### src/rtl/hash_rate_meter_if.sv
// Sample/handshake bundle between the hash core array, the meter and the status readout path.
interface hash_rate_meter_if #(
  parameter int unsigned INC_W = 4,
  parameter int unsigned CNT_W = 32
) ();

  logic             enable;
  logic             second_tick;
  logic [INC_W-1:0] event_inc_i;
  logic [CNT_W-1:0] rate_o;
  logic             rate_valid_o;
  logic             rate_ready_i;
  logic             sat_o;
  logic             overrun_o;
  logic             synced_o;

  // Driving side: timer, core array and sample consumer
  modport master (
    output enable,
    output second_tick,
    output event_inc_i,
    output rate_ready_i,
    input  rate_o,
    input  rate_valid_o,
    input  sat_o,
    input  overrun_o,
    input  synced_o
  );

  // Meter side
  modport slave (
    input  enable,
    input  second_tick,
    input  event_inc_i,
    input  rate_ready_i,
    output rate_o,
    output rate_valid_o,
    output sat_o,
    output overrun_o,
    output synced_o
  );

endinterface

### src/rtl/hash_rate_meter.sv
// Hashes-per-second meter: accumulates completion events across full
// tick-to-tick windows and publishes one saturating sample per tick.
module hash_rate_meter #(
  parameter int unsigned INC_W = 4,
  parameter int unsigned CNT_W = 32
) (
  input  logic              clk,
  input  logic              rst_i,
  hash_rate_meter_if.slave  bus
);

  localparam int unsigned SUM_W = CNT_W + 1;
  localparam logic [CNT_W-1:0] CNT_MAX = {CNT_W{1'b1}};

  typedef enum logic {
    WAIT_SYNC = 1'b0,
    MEASURE   = 1'b1
  } state_t;

  state_t           state_q, state_d;
  logic [CNT_W-1:0] acc_q, acc_d;
  logic             win_sat_q, win_sat_d;
  logic [CNT_W-1:0] rate_q, rate_d;
  logic             valid_q, valid_d;
  logic             sat_q, sat_d;
  logic             overrun_q, overrun_d;

  logic [SUM_W-1:0] sum_c;
  logic [CNT_W-1:0] sum_sat_c;
  logic             sum_ovf_c;
  logic             consume_c;

  // Widened add with clamp; the window saturated bit is sticky until the window closes
  always_comb begin
    sum_c     = SUM_W'(acc_q) + SUM_W'(bus.event_inc_i);
    sum_ovf_c = sum_c[CNT_W];
    sum_sat_c = sum_ovf_c ? CNT_MAX : sum_c[CNT_W-1:0];
    consume_c = valid_q & bus.rate_ready_i;
  end

  // Next-state, accumulator and sample register logic
  always_comb begin
    state_d   = state_q;
    acc_d     = acc_q;
    win_sat_d = win_sat_q;
    rate_d    = rate_q;
    sat_d     = sat_q;
    valid_d   = valid_q & ~consume_c;
    overrun_d = overrun_q;

    if (!bus.enable) begin
      // Idle: drop the partial window; the published sample and handshake are untouched
      state_d   = WAIT_SYNC;
      acc_d     = '0;
      win_sat_d = 1'b0;
    end else begin
      unique case (state_q)
        WAIT_SYNC: begin
          acc_d     = '0;
          win_sat_d = 1'b0;
          if (bus.second_tick) begin
            state_d = MEASURE;
          end
        end
        MEASURE: begin
          if (bus.second_tick) begin
            // Tick-cycle events close out the current window
            rate_d    = sum_sat_c;
            sat_d     = win_sat_q | sum_ovf_c;
            valid_d   = 1'b1;
            acc_d     = '0;
            win_sat_d = 1'b0;
            if (valid_q && !bus.rate_ready_i) begin
              overrun_d = 1'b1;
            end
          end else begin
            acc_d     = sum_sat_c;
            win_sat_d = win_sat_q | sum_ovf_c;
          end
        end
        default: begin
          state_d = WAIT_SYNC;
          acc_d   = '0;
        end
      endcase
    end
  end

  // State and datapath registers with synchronous reset
  always_ff @(posedge clk) begin
    if (rst_i) begin
      state_q   <= WAIT_SYNC;
      acc_q     <= '0;
      win_sat_q <= 1'b0;
      rate_q    <= '0;
      valid_q   <= 1'b0;
      sat_q     <= 1'b0;
      overrun_q <= 1'b0;
    end else begin
      state_q   <= state_d;
      acc_q     <= acc_d;
      win_sat_q <= win_sat_d;
      rate_q    <= rate_d;
      valid_q   <= valid_d;
      sat_q     <= sat_d;
      overrun_q <= overrun_d;
    end
  end

  assign bus.rate_o       = rate_q;
  assign bus.rate_valid_o = valid_q;
  assign bus.sat_o        = sat_q;
  assign bus.overrun_o    = overrun_q;
  assign bus.synced_o     = (state_q == MEASURE);

endmodule
### src/flat_wrapper.sv
// flat-port wrapper written by rule: the top's interface ports become plain ports
module hash_rate_meter_flat 
#(
  parameter int unsigned INC_W = 4,
  parameter int unsigned CNT_W = 32
)
  (clk, rst_i, bus_enable, bus_second_tick, bus_event_inc_i, bus_rate_ready_i, bus_rate_o, bus_rate_valid_o, bus_sat_o, bus_overrun_o, bus_synced_o);
  hash_rate_meter_if #(.INC_W(INC_W), .CNT_W(CNT_W)) bus_i ();
  input  logic clk;
  input  logic rst_i;
  input wire logic [$bits(bus_i.enable)-1:0] bus_enable;
  input wire logic [$bits(bus_i.second_tick)-1:0] bus_second_tick;
  input wire logic [$bits(bus_i.event_inc_i)-1:0] bus_event_inc_i;
  input wire logic [$bits(bus_i.rate_ready_i)-1:0] bus_rate_ready_i;
  output wire logic [$bits(bus_i.rate_o)-1:0] bus_rate_o;
  output wire logic [$bits(bus_i.rate_valid_o)-1:0] bus_rate_valid_o;
  output wire logic [$bits(bus_i.sat_o)-1:0] bus_sat_o;
  output wire logic [$bits(bus_i.overrun_o)-1:0] bus_overrun_o;
  output wire logic [$bits(bus_i.synced_o)-1:0] bus_synced_o;
  assign bus_i.enable = bus_enable;
  assign bus_i.second_tick = bus_second_tick;
  assign bus_i.event_inc_i = bus_event_inc_i;
  assign bus_i.rate_ready_i = bus_rate_ready_i;
  assign bus_rate_o = bus_i.rate_o;
  assign bus_rate_valid_o = bus_i.rate_valid_o;
  assign bus_sat_o = bus_i.sat_o;
  assign bus_overrun_o = bus_i.overrun_o;
  assign bus_synced_o = bus_i.synced_o;
  hash_rate_meter #(.INC_W(INC_W), .CNT_W(CNT_W)) u_core (.clk(clk), .rst_i(rst_i), .bus(bus_i));
endmodule
### config.mk
export PLATFORM = sky130hd
export DESIGN_NAME = hash_rate_meter_flat
export DESIGN_NICKNAME = d
export VERILOG_FILES = /design/src/rtl/hash_rate_meter_if.sv /design/src/rtl/hash_rate_meter.sv /design/src/flat_wrapper.sv
export SDC_FILE = /design/constraint.sdc
export NUM_CORES = 1
export LEC_CHECK = 0
export ABC_AREA = 1
export CORE_AREA = 4 4 107 109
export DETAILED_ROUTE_END_ITERATION = 8
export DIE_AREA = 0 0 111 113
export DONT_BUFFER_PORTS = 1
export SKIP_LAST_GASP = 1
export SLEW_MARGIN = 5
export SYNTH_ARGS = -nofsm -noshare
export SYNTH_HDL_FRONTEND = slang
export SYNTH_SLANG_ARGS = --single-unit
### constraint.sdc
create_clock -name clk -period 2 [get_ports clk]
set_input_delay 0.4 -clock clk [delete_from_list [all_inputs] [get_ports clk]]
set_output_delay 0.4 -clock clk [all_outputs]
set_load 0.02 [all_outputs]
-- Yosys cells after proc, flatten, opt, wreduce, memory -nomap -nowiden
Cells that the tools add are included.
- RAM bits: 0
- bits in read-only memories: 0
- bits in latches: 0
- memories kept: 0
- bits in registers: 69
- input port bits: 9
- equality and inequality tests: 0
- magnitude comparators: 0
- shift-type cells: 0
- divide/modulo/power cells: 0
- add/subtract/negate cells: 1
- multiplexer cells: 10
- bitwise operators: 6
- $mul: 0
- reductions and logical operators: 5
- operators by type and width (cell ; count):
    $mux W32 ; 2
    $pmux W32 S2 ; 1
    $add A32 B4 Y33 ; 1
    $mux W1 ; 6
    $reduce_and A4 Y1 ; 1
    $not A1 Y1 ; 3
    $reduce_and A3 Y1 ; 1
    $and A1 B1 Y1 ; 2
    $pmux W1 S2 ; 1
    $reduce_or A2 Y1 ; 1
    $logic_and A1 B1 Y1 ; 1
    $logic_not A1 Y1 ; 1
    $or A1 B1 Y1 ; 1

-- Depth between registers and ports, before layout
Gate-level depths: netlist of the first run.
- depth after elaboration: 6
- depth in mapped cells: 14
- depth with buffers taken out: 12

-- Least setup slack after synthesis of the first run
No wires, ideal clock.
- kind: input-to-reg
- from: in bus_event_inc_i[0]
- to: reg u_core.rate_q[15], in the netlist u_core.bus.rate_o[15]
- stages on the path: 13
- required time: 1.886 ns
- buffers on the path: 1
- setup slack: -0.073 ns
- arrival: 1.959 ns
- setup time: 0.114 ns
- path through: ha_1 -> fa_1 -> nand2_1 -> nand3_2 -> nand2_2 -> clkinv_2 -> nand2_4 -> nor2_4 -> nand2_2 -> buf_2 -> nand3_1 -> o21bai_1 -> inv_1
- cells in the longest elaborated chain, start to end: 2
- RTL lines (item ; RTL line ; RTL):
    start, declared ; flat_wrapper.sv:13 ; input wire logic [$bits(bus_i.event_inc_i)-1:0] bus_event_inc_i;
    $add A32 B4 Y33 ; hash_rate_meter.sv:35 ; sum_c = SUM_W'(acc_q) + SUM_W'(bus.event_inc_i);
    $mux W32 ; hash_rate_meter.sv:37 ; sum_sat_c = sum_ovf_c ? CNT_MAX : sum_c[CNT_W-1:0];
    end signal, assigned ; hash_rate_meter.sv:103 ; rate_q <= rate_d;
    end, declared ; hash_rate_meter.sv:23 ; logic [CNT_W-1:0] rate_q, rate_d;
No other way between the ends.
A chain may end at the register's enable or synchronous reset.

-- Final worst setup path of the first run
- from: reg u_core.acc_q[0]
- to: reg u_core.rate_q[13], in the netlist u_core.bus.rate_o[13]
- cells in the longest elaborated chain, start to end: 2
- RTL lines (item ; RTL line ; RTL):
    start, declared ; hash_rate_meter.sv:21 ; logic [CNT_W-1:0] acc_q, acc_d;
    start signal, assigned ; hash_rate_meter.sv:93 ; acc_q <= '0;
    start signal, assigned ; hash_rate_meter.sv:101 ; acc_q <= acc_d;
    $add A32 B4 Y33 ; hash_rate_meter.sv:35 ;
    $mux W32 ; hash_rate_meter.sv:37 ;
No other way between the ends.

==> flow_summary.ini, run 1 <==
[worst_hold_path]
timing.hold.worst_endpoint = u_core.bus.overrun_o
whs_path_depth = 1
timing.hold.worst.class = input port to register
holdCritStartpoint = rst_i

[synthesis]
synthSimpleGateAreaFrac = 0.353
synth-main-ff-cell = dfxtp_1
async_reset_ff_frac = 0
synth_top_area_frac = 0.395
post_synth_xor_area_fraction = 0.0201
seq_area_frac_synth = 0.395
postSynthCellCount = 520
synth_top_family_by_area = simple AND/OR/NAND/NOR gates
post_synth_instance_area_mm2 = 0.00349
synth_enable_flop_cells = 0
yosysTopAreaCell = dfxtp_1
post_synthesis_mux_area_share = 0
synth_area_leaders = dfxtp_1 (40%), nand2_1 (15%), inv_1 (8.1%)
synth_fp_nets = 534
area_fraction_in_compound_gates_after_synthesis = 0.101
post_synth_fa_ha_maj_area_fraction = 0.0201
post_synth.cell_area_avg_um2 = 6.72
yosys_warnings = 0
synth_seq_cells = 69
yosysUniqueCellTypes = 34

[global_route]
grt_antenna_before_repair = 0
grt_overflow = 0
pin_count_of_the_biggest_net_entering_global_routing = 44
first_global_vias = 3268
grt_first_pass_wirelength_um = 15700
grt.total_usage = 0.156

[power]
p_clk_frac = 0.384
total_switching_power_mw = 0.600
power.sequential.fraction = 0.582
p_int_mw = 1.85
power.leakage_nw = 1.95
worst_ir_drop_vdd_uv = 367
comb_power_share = 0.034
pwr_density_cell_mw_per_mm2 = 584
power.share.switching = 0.244

[die]
coreArea_mm2 = 0.0106
initial_core_utilization = 0.329
design.die.area_mm2 = 0.0125
floorplan.io_pins = 45
die_w_um = 111
floorplan.rows = 38
dieHeight_um = 113

[clock_network]
tritoncts = done
ctsLongestPathBuffers = 2
clock_tree.htree_level_count = 3
clk_pin_slew_ps = 70
cts.sink_count = 69
clock_tree.root_cell = clkbuf_8
cts_buffers = 9
clock_latency_ps = 350

[critical_path]
critPathArrivalTime_ps = 2240
worst_reg2reg_endpoint = u_core.bus.rate_o[13]
setup_slack_of_the_most_critical_reg_to_reg_path_ps = 8
critical_path.cell_chain = ha_4 > fa_2 > nand2_2 > nand3_2 > nand2_2 > inv_4 > nand2_4 > nor2_4 > nand2_8 > buf_12 > nand3_1 > nor2_1 > nor2_1
critical-path-slowest-cell = fa_2
worst_r2r_path_depth = 13
path_buf_inv = 2
critical_path_class = register to register
worstSetupStartpointType = register
worst_path_dominant_cell_family = simple AND/OR/NAND/NOR gates
endpoint_kind = register
cp_slowest_stage_delay_ps = 410
rr_startpoint = u_core.acc_q[0]
timing.critical_path.required_ps = 2250
worstPathMaxFanout = 7

[sta]
report.final.setup_viol = 0
finalHoldViolations = 0
min_setup_slack_post_route_ps = 7.65
worstMarginPinSlew_ps = 492
setup_repair_after_global_routing_missed_its_margin = yes
timing.setup.tns_ps = 0
timing.slew.headroom = 0.671
final_max_slew_viol_count = 0
max_clk_rate_mhz = 502
period_needed_ps = 1990
period_share = 0.996
finClkSkew_ps = 5.35

[flow_run]
max_cap_viol_count = 0

[layout]
design_area_mm2 = 0.00420
area_delta_synth_final_pct = 20.2
commonest_cells_after_routing_fill_and_taps_aside = nand2_1 (134), inv_1 (75), dfxtp_1 (68)
most_common_library_cell_in_the_layout_ignoring_fill_and_taps = nand2_1
final_net_count = 555
num_antenna_cells = 0
layout.core_utilization = 0.396
final_layout_size_suffix_gt1_frac = 0.134
final_cells = 684

[routing]
drt_first_pass_iters = 4
route.detailed.wl_per_inst_um = 14.0
detail_route.drc_violations = 0
vias = 3292
wirelength_um = 9600
drc_marker_count_from_the_first_detailed_route_iteration = 207
route.detailed.vias_per_inst = 4.81
postRouteAntennaNets = 0

[placement]
place.detailed.instances = 663
place_area_mm2 = 0.00377
detailed_place_hpwl_um = 6930
placement.setup.worst_slack_ps = -142
placer_congestion = 0.893
place.port_buffers = 0

[run_status]
run_status = complete, no violations
[routing by layer]
layer  GRT usage  part of all wire
met1       0.194              0.45
met3      0.0471             0.062
met5           0                 0
met4      0.0813             0.031
met2       0.245              0.45
[cells in the mapped netlist (2+ instances only)]
| cell type | number |
|---|---|
| nand3_1 | 48 |
| nor2_2 | 2 |
| o211ai_1 | 6 |
| o21ai_0 | 20 |
| a21oi_1 | 14 |
| xor2_1 | 2 |
| ha_1 | 4 |
| nand4_1 | 8 |
| nor2_1 | 71 |
| a31oi_1 | 2 |
| inv_1 | 75 |
| o21a_1 | 10 |
| dfxtp_1 | 69 |
| xnor2_1 | 6 |
| nand2_1 | 136 |
| buf_6 | 3 |
| buf_2 | 4 |
| clkbuf_1 | 10 |
| o21bai_1 | 4 |
| nand3b_1 | 10 |
| nand2_2 | 2 |
| nor3_1 | 2 |
[power groups by stage]
stage	sequential [mW]	combinational (mW)	clock, mW
global placement	1.46	0.0802	0
global route	1.43	0.0954	1.05
detailed placement	1.46	0.0818	0
CTS	1.43	0.0824	0.990
finish	1.43	0.0834	0.942
floorplan	1.45	0.0594	0
[registers in the layout (all words and copies together) (netlist names)]
| signal | cells |
|---|---|
| u_core.bus.rate_o | 32 |
| u_core.win_sat_q | 1 |
| u_core.bus.rate_valid_o | 1 |
| u_core.bus.synced_o | 1 |
| u_core.bus.sat_o | 1 |
| u_core.bus.overrun_o | 1 |
| u_core.acc_q | 32 |
[through the flow]
stage	hold WS [ps]	power, mW
floorplan	436	1.51
global placement	445	1.54
detailed placement	464	1.54
CTS	82.3	2.50
global route	96.9	2.57
finish	111	2.45
[timing repair]
| item | 4_1_cts | 5_1_grt |
|---|---|---|
| resized for setup | 2 | 36 |
| setup endpoints to repair | 2 | 40 |
| pin swaps | 0 | 18 |
| cloned | 0 | 3 |
| hold buffers | 0 | 0 |
| buffers inserted | 0 | 4 |
[worst register-to-register path, stage by stage (launching register included)]
cell,delay (ps)
dfxtp_2,330
ha_4,160
fa_2,410
nand2_2,70
nand3_2,80
nand2_2,110
inv_4,40
nand2_4,60
nor2_4,50
nand2_8,120
buf_12,150
nand3_1,110
nor2_1,140
nor2_1,50
[kinds of logic after synthesis]
| family | after synthesis |
|---|---|
| flops | 69 |
| buf+inv | 95 |
| fa+ha+maj | 5 |
| simple gates | 285 |
| compound gates | 58 |
| xor+xnor | 8 |
[final cells by class]
cell class	count	area (um^2)
clock buffer	11	131
clock inverter	3	15.0
fill	1113	6400
inverter	77	292
multi-input combinational	356	1890
sequential	69	1380
tap	140	175
timing repair buffer	28	310
[how the worst max path moves through the flow]
stage | from | end | slack [ps] | cells after the start
after global placement | bus_event_inc_i[0] | u_core.bus.rate_o[9] | -110 | 13
after floorplan | bus_event_inc_i[0] | u_core.bus.rate_o[30] | 8 | 14
after global routing | u_core.acc_q[0] | u_core.bus.rate_o[20] | -80 | 13
after CTS | u_core.acc_q[0] | u_core.bus.rate_o[2] | 10 | 13
final | u_core.acc_q[0] | u_core.bus.rate_o[13] | 8 | 13
after detailed placement | bus_event_inc_i[0] | u_core.bus.rate_o[9] | -140 | 13
(Power assumes the default switching activity.)
==> inputs of run 2 (changes only) <==
--- a/config.mk
+++ b/config.mk
@@ -10,6 +10,7 @@
 export DETAILED_ROUTE_END_ITERATION = 8
 export DIE_AREA = 0 0 111 113
 export DONT_BUFFER_PORTS = 1
+export SETUP_SLACK_MARGIN = 0.02
 export SKIP_LAST_GASP = 1
 export SLEW_MARGIN = 5
 export SYNTH_ARGS = -nofsm -noshare
==> run 2 against run 1 <==
First-iteration DRC count decreased by 6.3%. Core utilization is 0.98 points lower. Critical endpoint is now u_core.bus.rate_o[26]. Final cell count shrank 0.58%. Wire length shrank 4.0%.
==> flow_summary.ini, run 2 (synthesized netlist as in run 1, its figures left out) <==
[worst_hold_path]
timing.hold.worst_endpoint = u_core.bus.overrun_o
whs_path_depth = 1
holdCritStartpoint = rst_i
timing.hold.worst.class = input port to register

[clock_network]
cts.sink_count = 69
cts.hold.buffers_added = 0
clock_tree.htree_level_count = 3
tritoncts = done
clock_latency_ps = 350
clock_tree.root_cell = clkbuf_8
clk_pin_slew_ps = 70
cts_buffers = 9
ctsLongestPathBuffers = 2

[sta]
timing.slew.headroom = 0.667
final_max_slew_viol_count = 0
max_clk_rate_mhz = 518
worstMarginPinSlew_ps = 499
finClkSkew_ps = 9.00
timing.setup.tns_ps = 0
period_share = 0.966
period_needed_ps = 1930
finalHoldViolations = 0
setup_repair_after_global_routing_missed_its_margin = yes
report.final.setup_viol = 0

[die]
initial_core_utilization = 0.329
design.die.area_mm2 = 0.0125
dieHeight_um = 113
coreArea_mm2 = 0.0106
die_w_um = 111
floorplan.io_pins = 45
floorplan.rows = 38

[placement]
placer_congestion = 0.878
place.port_buffers = 0
place_area_mm2 = 0.00378
detailed_place_hpwl_um = 6660

[power]
power.share.switching = 0.233
p_clk_frac = 0.411
pwr_density_cell_mw_per_mm2 = 626
total_switching_power_mw = 0.596
total_power_mw = 2.56
comb_power_share = 0.032
p_int_mw = 1.97
power.leakage_nw = 1.89
power.sequential.fraction = 0.557
worst_ir_drop_vdd_uv = 447

[critical_path]
rr_startpoint = u_core.acc_q[0]
cp_slowest_stage_delay_ps = 340
critical-path-slowest-cell = fa_2
setup_slack_of_the_most_critical_reg_to_reg_path_ps = 70
critical_path_class = register to register
worst_reg2reg_endpoint = u_core.bus.rate_o[26]
timing.critical_path.required_ps = 2250
worstPathMaxFanout = 6
worstSetupStartpointType = register
worst_r2r_path_depth = 14
critPathArrivalTime_ps = 2180
endpoint_kind = register
critical_path.cell_chain = ha_4 > fa_2 > nand2_2 > nand3_2 > nand2_2 > clkinv_4 > nand2_4 > nor2_4 > nand2_4 > buf_8 > buf_12 > nand4_1 > nand2_1 > inv_1

[global_route]
first_global_vias = 3013
grt_first_pass_wirelength_um = 15000
pin_count_of_the_biggest_net_entering_global_routing = 53
grt.total_usage = 0.150
grt_overflow = 0
grt_antenna_before_repair = 0

[routing]
drc_marker_count_from_the_first_detailed_route_iteration = 194
drt_first_pass_iters = 4
route.detailed.wl_per_inst_um = 13.6
wirelength_um = 9220
route.detailed.vias_per_inst = 4.69
detail_route.drc_violations = 0
postRouteAntennaNets = 0
vias = 3187

[flow_run]
max_cap_viol_count = 0

[layout]
area_delta_synth_final_pct = 17.3
fillers = 1114
layout.core_utilization = 0.386
design_area_mm2 = 0.00410
most_common_library_cell_in_the_layout_ignoring_fill_and_taps = nand2_1
final_net_count = 550
num_antenna_cells = 0
final_layout_size_suffix_gt1_frac = 0.109
commonest_cells_after_routing_fill_and_taps_aside = nand2_1 (135), inv_1 (75), nor2_1 (71)

[run_status]
run_status = complete, no violations
-- run 2: cell types whose count changed in the layout (fill, tap and decap cells not counted), moves of 2 or more --
cell	before	now
nand3_1	36	43
buf_4	20	16
nor2_1	67	71
buf_12	2	4
nand3_4	7	1
clkbuf_8	9	12
nor2_2	6	2
clkbuf_16	3	1
clkinv_2	3	1
-- run 2: how the worst max path moves through the flow --
stage / startpoint / to / slack, ps / cells after the start
6_report: u_core.acc_q[0] / u_core.bus.rate_o[26] / 70 / 14
5_1_grt: u_core.acc_q[0] / u_core.bus.rate_o[26] / -50 / 14
4_1_cts: u_core.acc_q[0] / u_core.bus.rate_o[22] / 30 / 13
3_5_place_dp: bus_event_inc_i[0] / u_core.bus.rate_o[22] / -100 / 13
3_3_place_gp: bus_event_inc_i[0] / u_core.bus.rate_o[26] / -60 / 14
2_1_floorplan: bus_event_inc_i[0] / u_core.bus.rate_o[30] / 30 / 14
-- run 2: final cells by class --
| class | instances | area, um^2 | area share |
|---|---|---|---|
| clock buffers | 14 | 173 | 0.0422 |
| clock inverters | 1 | 5.00 | 0.00122 |
| inverters | 77 | 294 | 0.0718 |
| multi-input cells | 356 | 1810 | 0.442 |
| flip-flops and latches | 69 | 1380 | 0.338 |
| well taps | 140 | 175 | 0.0428 |
| repair buffers | 23 | 255 | 0.0623 |
-- run 2: stage by stage --
step           worst slack (ps)  hold slack, ps  instances
5_1_grt                   -54.6             103        680
3_5_place_dp               -104             453        661
2_1_floorplan              34.8             436        520
3_3_place_gp              -64.9             447        661
4_1_cts                    27.2            99.2        676
6_report                   67.7             117        680
-- run 2: critical path, delay by kind of cell (launching register included) --
kind	cells	cell delay, ps
and+or+nand+nor	8	640
adders and majority gates	2	490
buffers and inverters	4	350
DFF	1	330
-- run 2: per-layer routing --
| metal | GRT usage | part of all wire | vias to the layer above |
|---|---|---|---|
| met5 | 0 | 0 | - |
| met4 | 0.0542 | 0.019 | 0 |
| met3 | 0.0503 | 0.072 | 13 |
| met2 | 0.229 | 0.44 | 74 |
| met1 | 0.197 | 0.47 | 1437 |
| li1 | - | - | 1663 |
-- run 2: power groups by stage --
stage	clock network [mW]	registers, mW	logic [mW]
after floorplan	0	1.45	0.0599
after global routing	1.14	1.43	0.0953
after detailed placement	0	1.46	0.0817
after global placement	0	1.46	0.0802
final	1.05	1.43	0.0822
after CTS	1.08	1.43	0.0823
-- run 2: timing repair --
action,in CTS,in global routing
resized for setup,3,12
endpoints found under the setup margin,18,40
setup buffers,0,3
gates cloned,0,1
pin swaps,2,11
